**src/rtl/fma_pkg.sv**
```systemverilog
// fma_pkg: shared widths, FSM state type and FMA saturation code for the FMA issue stage
package fma_pkg;
  localparam int EXP_W = 8;
  localparam int MAN_W = 24;
  localparam int FP_W = 32;
  typedef enum logic [1:0] {
    ST_IDLE = 2'd0,
    ST_EXEC = 2'd1,
    ST_DONE = 2'd2
  } state_t;
  localparam logic [EXP_W-1:0] OVF_EXP = 8'h7F;
endpackage

```
**src/rtl/fp32_unpack.sv**
```systemverilog
// fp32_unpack: splits an IEEE single (sign stripped) into exponent and explicit-lead-bit mantissa
module fp32_unpack
  import fma_pkg::*;
#(
  parameter bit FLUSH_DENORM = 1'b1
) (
  input  logic [FP_W-2:0]  x,
  output logic [EXP_W-1:0] ex,
  output logic [MAN_W-1:0] man
);
  assign ex = x[FP_W-2:MAN_W-1];
  assign man = (ex != '0) ? {1'b1, x[MAN_W-2:0]} : FLUSH_DENORM ? '0 : {1'b0, x[MAN_W-2:0]};
endmodule

```
**src/rtl/fma_issue_ctrl.sv**
```systemverilog
// fma_issue_ctrl: holds unpacked operands for the multicycle FMA path, then captures and repacks the result
module fma_issue_ctrl
  import fma_pkg::*;
#(
  parameter int LAT = 4,
  parameter bit FLUSH_DENORM = 1'b1
) (
  input  logic             clk,
  input  logic             rst_n,
  input  logic             in_valid,
  output logic             in_ready,
  input  logic [FP_W-1:0]  op_a,
  input  logic [FP_W-1:0]  op_b,
  input  logic [FP_W-1:0]  op_c,
  output logic [EXP_W-1:0] fma_exp_a,
  output logic [EXP_W-1:0] fma_exp_b,
  output logic [EXP_W-1:0] fma_exp_c,
  output logic [MAN_W-1:0] fma_man_a,
  output logic [MAN_W-1:0] fma_man_b,
  output logic [MAN_W-1:0] fma_man_c,
  input  logic [EXP_W-1:0] fma_exp_ans,
  input  logic [MAN_W-1:0] fma_man_ans,
  output logic             out_valid,
  input  logic             out_ready,
  output logic [FP_W-1:0]  result,
  output logic             ovf,
  output logic             sign_err
);
  state_t state, nxt;
  logic [3:0] cnt;
  logic sgn, accept, fire, sat;
  logic [EXP_W-1:0] ea, eb, ec;
  logic [MAN_W-1:0] ma, mb, mc;
  fp32_unpack #(.FLUSH_DENORM(FLUSH_DENORM)) u_a (.x(op_a[FP_W-2:0]), .ex(ea), .man(ma));
  fp32_unpack #(.FLUSH_DENORM(FLUSH_DENORM)) u_b (.x(op_b[FP_W-2:0]), .ex(eb), .man(mb));
  fp32_unpack #(.FLUSH_DENORM(FLUSH_DENORM)) u_c (.x(op_c[FP_W-2:0]), .ex(ec), .man(mc));
  assign in_ready = (state == ST_IDLE) || (state == ST_DONE && out_ready);
  assign accept = in_valid && in_ready;
  assign fire = (state == ST_EXEC) && (cnt == '0);
  assign out_valid = (state == ST_DONE);
  assign sat = (fma_exp_ans == OVF_EXP) && (fma_man_ans == '0);
  always_comb begin
    nxt = accept ? ST_EXEC : fire ? ST_DONE : (state == ST_DONE && out_ready) ? ST_IDLE : state;
  end
  always_ff @(posedge clk) begin
    if (!rst_n) state <= ST_IDLE;
    else state <= nxt;
  end
  always_ff @(posedge clk) begin
    if (!rst_n) begin
      {fma_exp_a, fma_exp_b, fma_exp_c} <= '0;
      {fma_man_a, fma_man_b, fma_man_c} <= '0;
      {sgn, sign_err, ovf, cnt} <= '0;
      result <= '0;
    end else begin
      if (accept) begin
        {fma_exp_a, fma_exp_b, fma_exp_c} <= {ea, eb, ec};
        {fma_man_a, fma_man_b, fma_man_c} <= {ma, mb, mc};
        sgn <= op_a[FP_W-1] ^ op_b[FP_W-1];
        sign_err <= op_a[FP_W-1] ^ op_b[FP_W-1] ^ op_c[FP_W-1];
        cnt <= 4'(LAT - 1);
      end else if (state == ST_EXEC) cnt <= cnt - 4'd1;
      // saturation code from the array maps to a signed infinity
      if (fire) begin
        ovf <= sat;
        result <= sat ? {sgn, 8'hFF, 23'd0} : {sgn, fma_exp_ans, fma_man_ans[MAN_W-2:0]};
      end
    end
  end
endmodule
```
**config.mk**
```make
export PLATFORM = sky130hd
export DESIGN_NAME = fma_issue_ctrl
export DESIGN_NICKNAME = d
export VERILOG_FILES = /design/src/rtl/fma_pkg.sv /design/src/rtl/fp32_unpack.sv /design/src/rtl/fma_issue_ctrl.sv
export SDC_FILE = /design/constraint.sdc
export NUM_CORES = 1
export LEC_CHECK = 0
export CAP_MARGIN = 20
export CORE_ASPECT_RATIO = 1.2
export CORE_MARGIN = 5
export CORE_UTILIZATION = 31
export DETAILED_ROUTE_END_ITERATION = 16
export DONT_BUFFER_PORTS = 1
export PLACE_DENSITY = 0.48
export RECOVER_POWER = 25
export SLEW_MARGIN = 20
export SYNTH_ARGS = -nofsm -noshare
export SYNTH_HDL_FRONTEND = slang
export SYNTH_SLANG_ARGS = --single-unit
```
**constraint.sdc**
```tcl
create_clock -name clk -period 1.79 [get_ports clk]
set_clock_uncertainty 0.15 [all_clocks]
set_input_delay 0.0895 -clock clk [delete_from_list [all_inputs] [get_ports clk]]
set_output_delay 0.0895 -clock clk [all_outputs]
set_load 0.01 [all_outputs]
```
==> impl_metrics.csv, run 1 <==
group,metric,value,unit
clocking,cts_setup_buffers,0,
clocking,hold_buffers,129,
outcome,firstError,"[ERROR RSZ-0060] Max buffer count reached.",
outcome,status,"stopped before the end",
floorplan,row_count,49,
placement,dpl.hpwl,8860,um
synthesis,syn_nets,549,
synthesis,synth_area,4650,um^2
synthesis,ys_warn_count,0,
clocking,max-clock-path-buffers,2,
synthesis,synth-seq-area-share,58.9,%
synthesis,ys_ff_latch,137,
clocking,htreeDepth,4,
outcome,haltStage,"4_1_cts",
floorplan,die_w,122,um
clocking,cts_inserted_buffers,17,
floorplan,initial_core_util,31.2,%
placement,numPortBuffers,0,
synthesis,yosysUniqueCellTypes,33,
synthesis,avgSynthCellArea,11.2,um^2
synthesis,synthCells,415,
clocking,cts_resized,0,
clocking,clock_sinks,137,
placement,gp_congestion,0.751,
clocking,root_buffer,"clkbuf_16",
floorplan,die_y,144,um
floorplan,ioPinCount,264,
[cells by family after synthesis]
logic type,Yosys count,share of synthesized area (%)
fa+ha+maj,2,0.538
flops,137,58.9
simple gates,96,9.30
buf+inv,33,5.56
compound gates,142,24.7
xor+xnor,5,0.941
[metrics by stage]
stage	area, um^2	cells	utilization (%)	setup slack [ps]
after detailed placement	4850	604	32.5	69.3
after global placement	4850	604	32.5	135
after floorplan	4650	415	-	159
[synthesized netlist by cell type]
| cell type | n | share of area, % |
|---|---|---|
| nor4_1 | 13 | 1.7 |
| nor4b_1 | 1 | 0.19 |
| nor2_1 | 3 | 0.24 |
| xor2_1 | 3 | 0.56 |
| and2b_1 | 1 | 0.16 |
| nand2_2 | 1 | 0.13 |
| o31ai_1 | 1 | 0.16 |
| buf_2 | 9 | 0.97 |
| a31o_2 | 1 | 0.19 |
| nor3b_1 | 1 | 0.16 |
| a21o_1 | 4 | 0.65 |
| clkbuf_1 | 3 | 0.24 |
| a22o_1 | 95 | 18 |
| inv_1 | 3 | 0.24 |
| and4_1 | 1 | 0.19 |
| a211oi_4 | 1 | 0.43 |
| a21oi_1 | 34 | 3.7 |
| xnor2_1 | 2 | 0.38 |
| nand2_1 | 66 | 5.3 |
| nor3_1 | 1 | 0.11 |
| o21ai_0 | 2 | 0.22 |
| buf_6 | 16 | 3.9 |
| inv_2 | 1 | 0.081 |
| and2_1 | 3 | 0.40 |
| ha_1 | 2 | 0.54 |
| nand4_1 | 2 | 0.27 |
| a21boi_4 | 3 | 1.2 |
| nor2b_1 | 1 | 0.13 |
| nand2b_1 | 1 | 0.13 |
| buf_4 | 1 | 0.16 |
| dfxtp_1 | 137 | 59 |
| nand3_1 | 1 | 0.11 |
| a21oi_4 | 1 | 0.35 |
==> run 2: changes to the inputs <==
CORE_ASPECT_RATIO = not set   (was 1.2)
CORE_UTILIZATION = 20   (was 31)
PLACE_DENSITY = not set   (was 0.48)
PLACE_DENSITY_LB_ADDON = 0.15   (was not set)
==> impl_metrics.csv, run 2 <==
group,metric,value,unit
grt,grt_pass1_vias,3938,
setup_path,critPathMaxFanout,3,
outcome,status,"finished, final reports clean",
timing,finalHoldViolations,0,
detailed_routing,top_layer_used,"met4",
detailed_routing,drc,0,
detailed_routing,dr_total_vias,3827,
synthesis,ys_ff_latch,137,
timing,report.final.slew_viol_count,0,
layout,mostFrequentLayoutCells,"dfxtp_1, dlygate4sd3_1, a22o_1, nand2_1, a21oi_1",
timing,period_needed,1730,ps
floorplan,die_area,26400,um^2
detailed_routing,ant_nets,0,
layout,syn_to_final_growth,49.8,%
synthesis,ys_warn_count,0,
grt,grt-ovfl-total,0,
setup_path,critPathKind,"flip-flop to flip-flop",
layout,largest_register_ffs,32,
detailed_routing,drt_pre_antenna_iters,4,
timing,fmax,578,MHz
flow_run,maxCapViolations,0,
detailed_routing,viasPerCell,4.33,
floorplan,die_w,163,um
power,comb_power_share,13.4,%
layout,diodes,0,
clocking,htreeDepth,4,
timing,rsz0062_at_grt,"no",
detailed_routing,wl_met2,7380,um
detailed_routing,wire_per_inst,17.7,um
clocking,max-clock-path-buffers,2,
power,p_leak,0.00268,uW
setup_path,reg2reg_depth,5,
timing,hold_ws,48.8,ps
worst_hold_path,hp-class,"primary input to flip-flop",
setup_path,critical-path-top-delay-family,"buffers and inverters",
floorplan,initial_core_util,20.4,%
synthesis,yosysUniqueCellTypes,33,
placement,dpl.hpwl,10200,um
synthesis,avgSynthCellArea,11.2,um^2
detailed_routing,drt-initial-drc-count,186,
setup_path,cpPeakStageDelay,550,ps
synthesis,synth_area,4650,um^2
timing,setup_viol_count_final,0,
placement,gp_congestion,0.701,
grt,grt_start_max_net_pins,58,
detailed_routing,wl,15600,um
setup_path,worstPathArrival,1880,ps
power,p_per_area,1170,nW/um^2
power,p_int,5780,uW
placement,numPortBuffers,0,
power,switchingPower,2370,uW
synthesis,synth-seq-area-share,58.9,%
clocking,cts_tree,"done",
synthesis,synth_area_leaders,"dfxtp_1, a22o_1, nand2_1",
setup_path,r2r_slack,60,ps
detailed_routing,wl_met3,1770,um
synthesis,synth_most_common_cell,"dfxtp_1",
power,switching_share,29.1,%
detailed_routing,wl_met1,6210,um
layout,fin_nets,691,
setup_path,path_depth,5,
synthesis,netlist_top_cells_count,"dfxtp_1, a22o_1, nand2_1",
timing,timing.final.crit_share,96.7,%
clocking,clock_sinks,137,
floorplan,core,22800,um^2
layout,final_common_cell,"dfxtp_1",
setup_path,cp.required,1940,ps
clocking,path_clk_slew,60,ps
worst_hold_path,hold_path_depth,4,
synthesis,syn_nets,549,
setup_path,startpoint_type,"flip-flop",
floorplan,die_y,163,um
power,pwr-share-clk,41.2,%
setup_path,cp_cell_sequence,"inv_1 > ha_1 > o21ai_1 > a21o_1 > dlygate4sd3_1",
synthesis,synth_edf_count,0,
power,p_seq_share,45.4,%
setup_path,crit_path_end_kind,"flip-flop",
clocking,cts_inserted_buffers,17,
synthesis,synth_largest_area_cell,"dfxtp_1",
grt,grt_antenna_before_repair,0,
timing,finalSetupTns,0,ps
synthesis,synthCells,415,
grt,track_usage,10.8,%
floorplan,ioPinCount,264,
timing,slew-limit-headroom,66.1,%
clocking,clock_latency,410,ps
layout,largest_register,"result",
synthesis,synth_top_area_share,58.9,%
layout,drive_gt1_share,11.2,%
power,vdd.ir_drop.worst,445,uV
timing,tightest_slew,504,ps
clocking,root_buffer,"clkbuf_16",
setup_path,cp_slowest_cell,"dlygate4sd3_1",
setup_path,path_buf_inv,2,
grt,grt_pass1_wl,22200,um
clocking,cts_setup_buffers,0,
synthesis,synthArstFlopShare,0,%
synthesis,synthFlopType,"dfxtp_1",
floorplan,row_count,55,
## run 2: cell counts after synthesis
Identical to the previous run, type by type.
## run 2: area by class of cell
class                           count  area, um^2
Fill cell                        2300       15800
Sequential cell                   137        2750
Multi-Input combinational cell    245        1660
Timing Repair Buffer              152        1590
Clock buffer                       18         429
Tap cell                          313         392
Clock inverter                     14         134
Inverter                            4        15.0
## run 2: power groups by stage
stage          combinational, uW  sequential [uW]  clock (uW)
2_1_floorplan                607             3680           0
3_3_place_gp                 743             3780           0
3_5_place_dp                 761             3770           0
4_1_cts                     1030             3700        3500
5_1_grt                     1200             3740        3630
6_report                    1090             3700        3360
## run 2: cells by family after synthesis
logic type | share of synthesized area, %
compound gates | 24.7
flops | 58.9
simple gates | 9.30
buf+inv | 5.56
xor+xnor | 0.941
fa+ha+maj | 0.538
## run 2: path summary, 6_finish.rpt
kind | startpoint | end
worst max-delay path | cnt[1]$_SDFFE_PN0P_ | cnt[1]$_SDFFE_PN0P_
worst min register to register | sgn$_SDFFE_PN0P_ | result[31]$_SDFFE_PN0P_
worst max register to register | cnt[1]$_SDFFE_PN0P_ | cnt[1]$_SDFFE_PN0P_
worst min-delay path | op_a[25] | fma_man_a[23]$_SDFFE_PN0P_
## run 2: per-layer routing
metal / global-route usage [%] / up-vias
met4: 4.08 / 0
met5: 0 / -
li1: - / 1813
met2: 18.0 / 196
met1: 11.8 / 1804
met3: 5.62 / 14
## run 2: repair_timing
action | CTS | global route
endpoints found under the setup margin | 0 | 34
endpoints found under the hold margin | 136 | 0
hold buffers | 132 | 0
gates resized for setup | 0 | 8
## run 2: per-stage QoR
step	power [uW]	instances	setup slack [ps]	area (um^2)	utilization [%]
global route	8560	883	1.57	6970	30.6
detailed placement	4530	717	81.3	5020	22.1
floorplan	4280	415	159	4650	-
finish	8150	883	59.7	6970	30.6
CTS	8240	881	23.3	6910	30.3
global placement	4520	717	139	5020	22.1
## run 2: worst reg2reg max path, delay by kind of cell, from the launching register on
kind / cells / cell delay (ps)
adder cells (fa/ha/maj): 1 / 280
AO/OA/AOI/OAI: 2 / 240
flip-flops: 1 / 340
buffers and inverters: 2 / 620
No activity file was read; power rests on OpenSTA's default activity.
==> run 3: changes to the inputs <==
SETUP_SLACK_MARGIN = 0.4   (was not set)
==> impl_metrics.csv, run 3 (same netlist as run 2, synthesis figures left out) <==
group,metric,value,unit
outcome,status,"finished, violations left",
outcome,violations,"negative hold slack",
grt,grt_start_max_net_pins,51,
timing,report.final.slew_viol_count,0,
setup_path,worstPathArrival,1760,ps
layout,fillers,2249,
power,power,8980,uW
clocking,clock_latency,410,ps
timing,timing.final.crit_share,90.3,%
floorplan,die_area,26400,um^2
setup_path,critPathKind,"flip-flop to flip-flop",
layout,largest_register_ffs,32,
power,p_leak,0.00303,uW
layout,fin_nets,717,
detailed_routing,wl,17200,um
timing,finalSetupTns,0,ps
worst_hold_path,hold_path_depth,1,
grt,grt_pass1_wl,22700,um
detailed_routing,drt-initial-drc-count,182,
detailed_routing,dr_total_vias,4027,
detailed_routing,ant_nets,0,
grt,grtUsageMet1,12.1,%
timing,period_needed,1620,ps
floorplan,core,22800,um^2
setup_path,critPathMaxFanout,25,
placement,numPortBuffers,0,
floorplan,die_w,163,um
detailed_routing,wire_per_inst,19.0,um
setup_path,path_buf_inv,3,
setup_path,crit_path_end_kind,"flip-flop",
layout,diodes,0,
timing,hold_ws,-358,ps
grt,track_usage,11.0,%
setup_path,path_depth,6,
detailed_routing,drc,0,
grt,grt.busiest_layer,"met2",
grt,grt-ovfl-total,0,
setup_path,cp.required,1940,ps
placement,gp_congestion,0.684,
floorplan,die_y,163,um
layout,final_common_cell,"dfxtp_1",
clocking,max-clock-path-buffers,2,
layout,drive_gt1_share,25.5,%
detailed_routing,drt_pre_antenna_iters,4,
setup_path,startpoint_type,"flip-flop",
layout,largest_register,"result",
placement,dpl.hpwl,9610,um
setup_path,cpPeakStageDelay,350,ps
grt,use_met3,4.51,%
timing,fmax,619,MHz
setup_path,r2r_slack,170,ps
timing,tightest_slew,656,ps
flow_run,maxCapViolations,0,
power,vdd.ir_drop.worst,517,uV
clocking,cts_inserted_buffers,17,
worst_hold_path,hp-class,"primary input to flip-flop",
floorplan,row_count,55,
setup_path,cp_cell_sequence,"buf_4 > a21oi_4 > a21oi_4 > buf_12 > buf_12 > a22o_1",
grt,use_met2,18.9,%
clocking,path_clk_slew,60,ps
timing,setup_viol_count_final,0,
floorplan,ioPinCount,264,
timing,finalHoldViolations,4,
timing,slew-limit-headroom,55.8,%
layout,syn_to_final_growth,65.8,%
timing,rsz0062_at_grt,"yes",
floorplan,initial_core_util,20.4,%
clocking,htreeDepth,4,
grt,grt_pass1_vias,4162,
setup_path,reg2reg_depth,6,
layout,mostFrequentLayoutCells,"dfxtp_1, dlygate4sd3_1, a22o_1, nand2_1, a21oi_2",
detailed_routing,viasPerCell,4.43,
setup_path,critical-path-top-delay-family,"compound AO/OA/AOI/OAI gates",
clocking,cts_tree,"done",
clocking,clock_sinks,137,
setup_path,cp_slowest_cell,"dfxtp_4",
clocking,root_buffer,"clkbuf_16",
grt,grt_antenna_before_repair,0,
power,p_per_area,1160,nW/um^2
run 3: changes by cell type in the layout (fill, tap and decap cells not counted), sizes merged:
cell	before	now
inv	11	9
buf	18	44
dlygate4sd3	132	128
bufinv	0	3
clkbuf	20	24
clkinvlp	3	2
run 3: metrics by stage:
stage | setup WS [ps] | std cells | util (%) | instance area, um^2 | hold slack, ps
2_1_floorplan | 361 | 415 | - | 4730 | 49.7
3_3_place_gp | 236 | 715 | 22.1 | 5030 | 65.8
3_5_place_dp | 138 | 715 | 22.1 | 5030 | 63.9
4_1_cts | 211 | 892 | 31.7 | 7220 | -381
5_1_grt | 117 | 909 | 33.9 | 7720 | -381
6_report | 174 | 909 | 33.9 | 7720 | -358
run 3: layout make-up:
type                       instances  area, um^2  share of cell area, %
sequential                       137        2750                   35.7
timing repair buffer             178        1990                   25.8
multi-input combinational        245        1950                   25.2
clock buffer                      18         429                   5.56
tap                              313         392                   5.08
clock inverter                    14         189                   2.45
inverter                           4        15.0                  0.195
run 3: worst paths after layout:
kind,from,endpoint
min,rst_n,cnt[1]$_SDFFE_PN0P_
min reg2reg,sgn$_SDFFE_PN0P_,result[31]$_SDFFE_PN0P_
max reg2reg,state[0]$_SDFFE_PN0P_,fma_man_b[2]$_SDFFE_PN0P_
max,state[0]$_SDFFE_PN0P_,fma_man_b[2]$_SDFFE_PN0P_
run 3: routing by layer:
metal  routed length (um)  up-vias  share of wire (%)
li1                     -     1871                  -
met1                 6950     1957                 40
met2                 8620      182                 50
met3                 1410       17                8.2
met4                  255        0                1.5
met5                    0        -                  0
run 3: timing repair:
action,in CTS,in global routing
cloned,4,13
setup endpoints to repair,136,137
pin swaps,3,15
buffers inserted,14,3
gates resized for setup,33,64
endpoints found under the hold margin,134,5
hold buffers,127,1
run 3: power by group:
group | internal [uW] | switching (uW)
registers | 3350 | 354
clock network | 2240 | 1500
logic | 865 | 675
total | 6450 | 2530
==> run 4: changes to the inputs <==
CAP_MARGIN = not set   (was 20)
CORE_ASPECT_RATIO = 1.1   (was not set)
REMOVE_ABC_BUFFERS = 1   (was not set)
==> impl_metrics.csv, run 4 (same netlist as run 2, synthesis figures left out) <==
group,metric,value,unit
clocking,htreeDepth,4,
timing,tightest_slew,933,ps
setup_path,critPathKind,"flip-flop to flip-flop",
clocking,clock_sinks,137,
detailed_routing,drt_pre_antenna_iters,4,
detailed_routing,drt-initial-drc-count,161,
grt,grt_antenna_before_repair,0,
setup_path,critPathMaxFanout,8,
floorplan,die_area,26400,um^2
clocking,root_buffer,"clkbuf_16",
clocking,cts_inserted_buffers,17,
layout,final_common_cell,"dfxtp_1",
flow_run,maxCapViolations,0,
power,power,8820,uW
timing,fmax,612,MHz
setup_path,worstPathArrival,1820,ps
setup_path,cp_slowest_cell,"dfxtp_2",
setup_path,cp.required,1980,ps
grt,grt_start_max_net_pins,37,
layout,mostFrequentLayoutCells,"dfxtp_1, dlygate4sd3_1, a22o_1, nand2_1, clkbuf_16",
floorplan,row_count,58,
setup_path,cp_cell_sequence,"inv_2 > ha_4 > nor3b_4 > and2_4 > clkbuf_16 > nand2_1 > a21oi_2",
detailed_routing,drc,0,
timing,rsz0062_at_grt,"yes",
placement,place_ws,-33.8,ps
placement,gp_congestion,0.796,
power,vdd.ir_drop.worst,510,uV
timing,setup_ws,155,ps
grt,grt-ovfl-total,0,
placement,dpl.hpwl,10500,um
setup_path,crit_path_end_kind,"flip-flop",
timing,report.final.slew_viol_count,0,
layout,diodes,0,
floorplan,ioPinCount,264,
worst_hold_path,hp-class,"primary input to flip-flop",
timing,hold_ws,-329,ps
grt,grt_pass1_wl,25200,um
timing,timing.final.crit_share,91.3,%
timing,period_needed,1630,ps
placement,numPortBuffers,0,
layout,largest_register_ffs,32,
setup_path,cpPeakStageDelay,330,ps
clocking,max-clock-path-buffers,2,
detailed_routing,wl,18400,um
floorplan,die_w,155,um
layout,fillers,2287,
detailed_routing,wire_per_inst,20.6,um
timing,slew-limit-headroom,37.2,%
clocking,cts_tree,"done",
floorplan,core,22900,um^2
layout,largest_register,"result",
power,p_per_area,1160,nW/um^2
clocking,clock_latency,410,ps
detailed_routing,ant_nets,0,
floorplan,die_y,170,um
setup_path,startpoint_type,"flip-flop",
timing,finalHoldViolations,3,
detailed_routing,viasPerCell,4.54,
outcome,violations,"negative hold slack",
layout,utilization,33.2,%
layout,fin_nets,713,
layout,syn_to_final_growth,63.6,%
grt,track_usage,12.5,%
clocking,path_clk_slew,60,ps
outcome,status,"finished, violations left",
floorplan,initial_core_util,20.3,%
power,p_leak,0.00295,uW
detailed_routing,dr_total_vias,4053,
layout,drive_gt1_share,20.4,%
grt,grt_pass1_vias,4253,
timing,setup_viol_count_final,0,
[run 4: changes by cell type in the layout (fill, tap and decap cells not counted), moves of 5 or more]
cell     delta
buf_16      +5
a21oi_1    +15
nand2_1    +11
nand2_4     -7
buf_6       -5
a21oi_2    -15
[run 4: routing by layer]
metal  track usage, %  part of all wire (%)  vias to the layer above
met2             21.0                    48                      235
met3             5.42                    10                       34
li1                 -                     -                     1863
met5                0                     0                        -
met4             5.29                   3.0                        0
met1             13.9                    39                     1921
[run 4: where the power goes]
group / switching, uW / internal, uW
Sequential: 374 / 3350
Combinational: 663 / 879
Clock: 1460 / 2090
Total: 2500 / 6320
[run 4: final cells by class]
class	count	area, um^2	area share, %
Sequential cell	137	2750	36.1
Timing Repair Buffer	173	2050	27.0
Multi-Input combinational cell	246	1830	24.0
Clock buffer	18	429	5.63
Tap cell	300	375	4.93
Clock inverter	14	163	2.14
Inverter	4	15.0	0.197
[run 4: worst paths after layout]
| path | startpoint | cells past startpoint | end | slack [ps] |
|---|---|---|---|---|
| worst min register to register | sgn$_SDFFE_PN0P_ | 2 | result[31]$_SDFFE_PN0P_ | 320 |
| worst max register to register | cnt[0]$_SDFFE_PN0P_ | 7 | result[26]$_SDFFE_PN0P_ | 160 |
| worst min-delay path | fma_man_ans[15] | 2 | result[15]$_SDFFE_PN0P_ | -330 |
| worst max-delay path | cnt[0]$_SDFFE_PN0P_ | 7 | result[26]$_SDFFE_PN0P_ | 160 |
[run 4: worst max-delay path, delay by kind of cell (launching register included)]
family	cells	cell delay, ps
buf+inv	2	270
fa+ha+maj	1	120
compound gates	1	120
flops	1	330
simple gates	3	580
[run 4: through the flow]
step                instances  cell area [um^2]  setup TNS (ps)
finish                    892              7620               0
global route              892              7620               0
CTS                       880              7270               0
detailed placement        701              4990            -442
global placement          701              4990               0
floorplan                 386              4410          -62030
[run 4: repair_timing]
action | CTS | global route
endpoints found under the setup margin | 137 | 136
resized for setup | 32 | 36
hold buffers | 126 | 1
buffers inserted | 13 | 2
hold endpoints to repair | 131 | 4
gates cloned | 8 | 9
pin swaps | 3 | 6
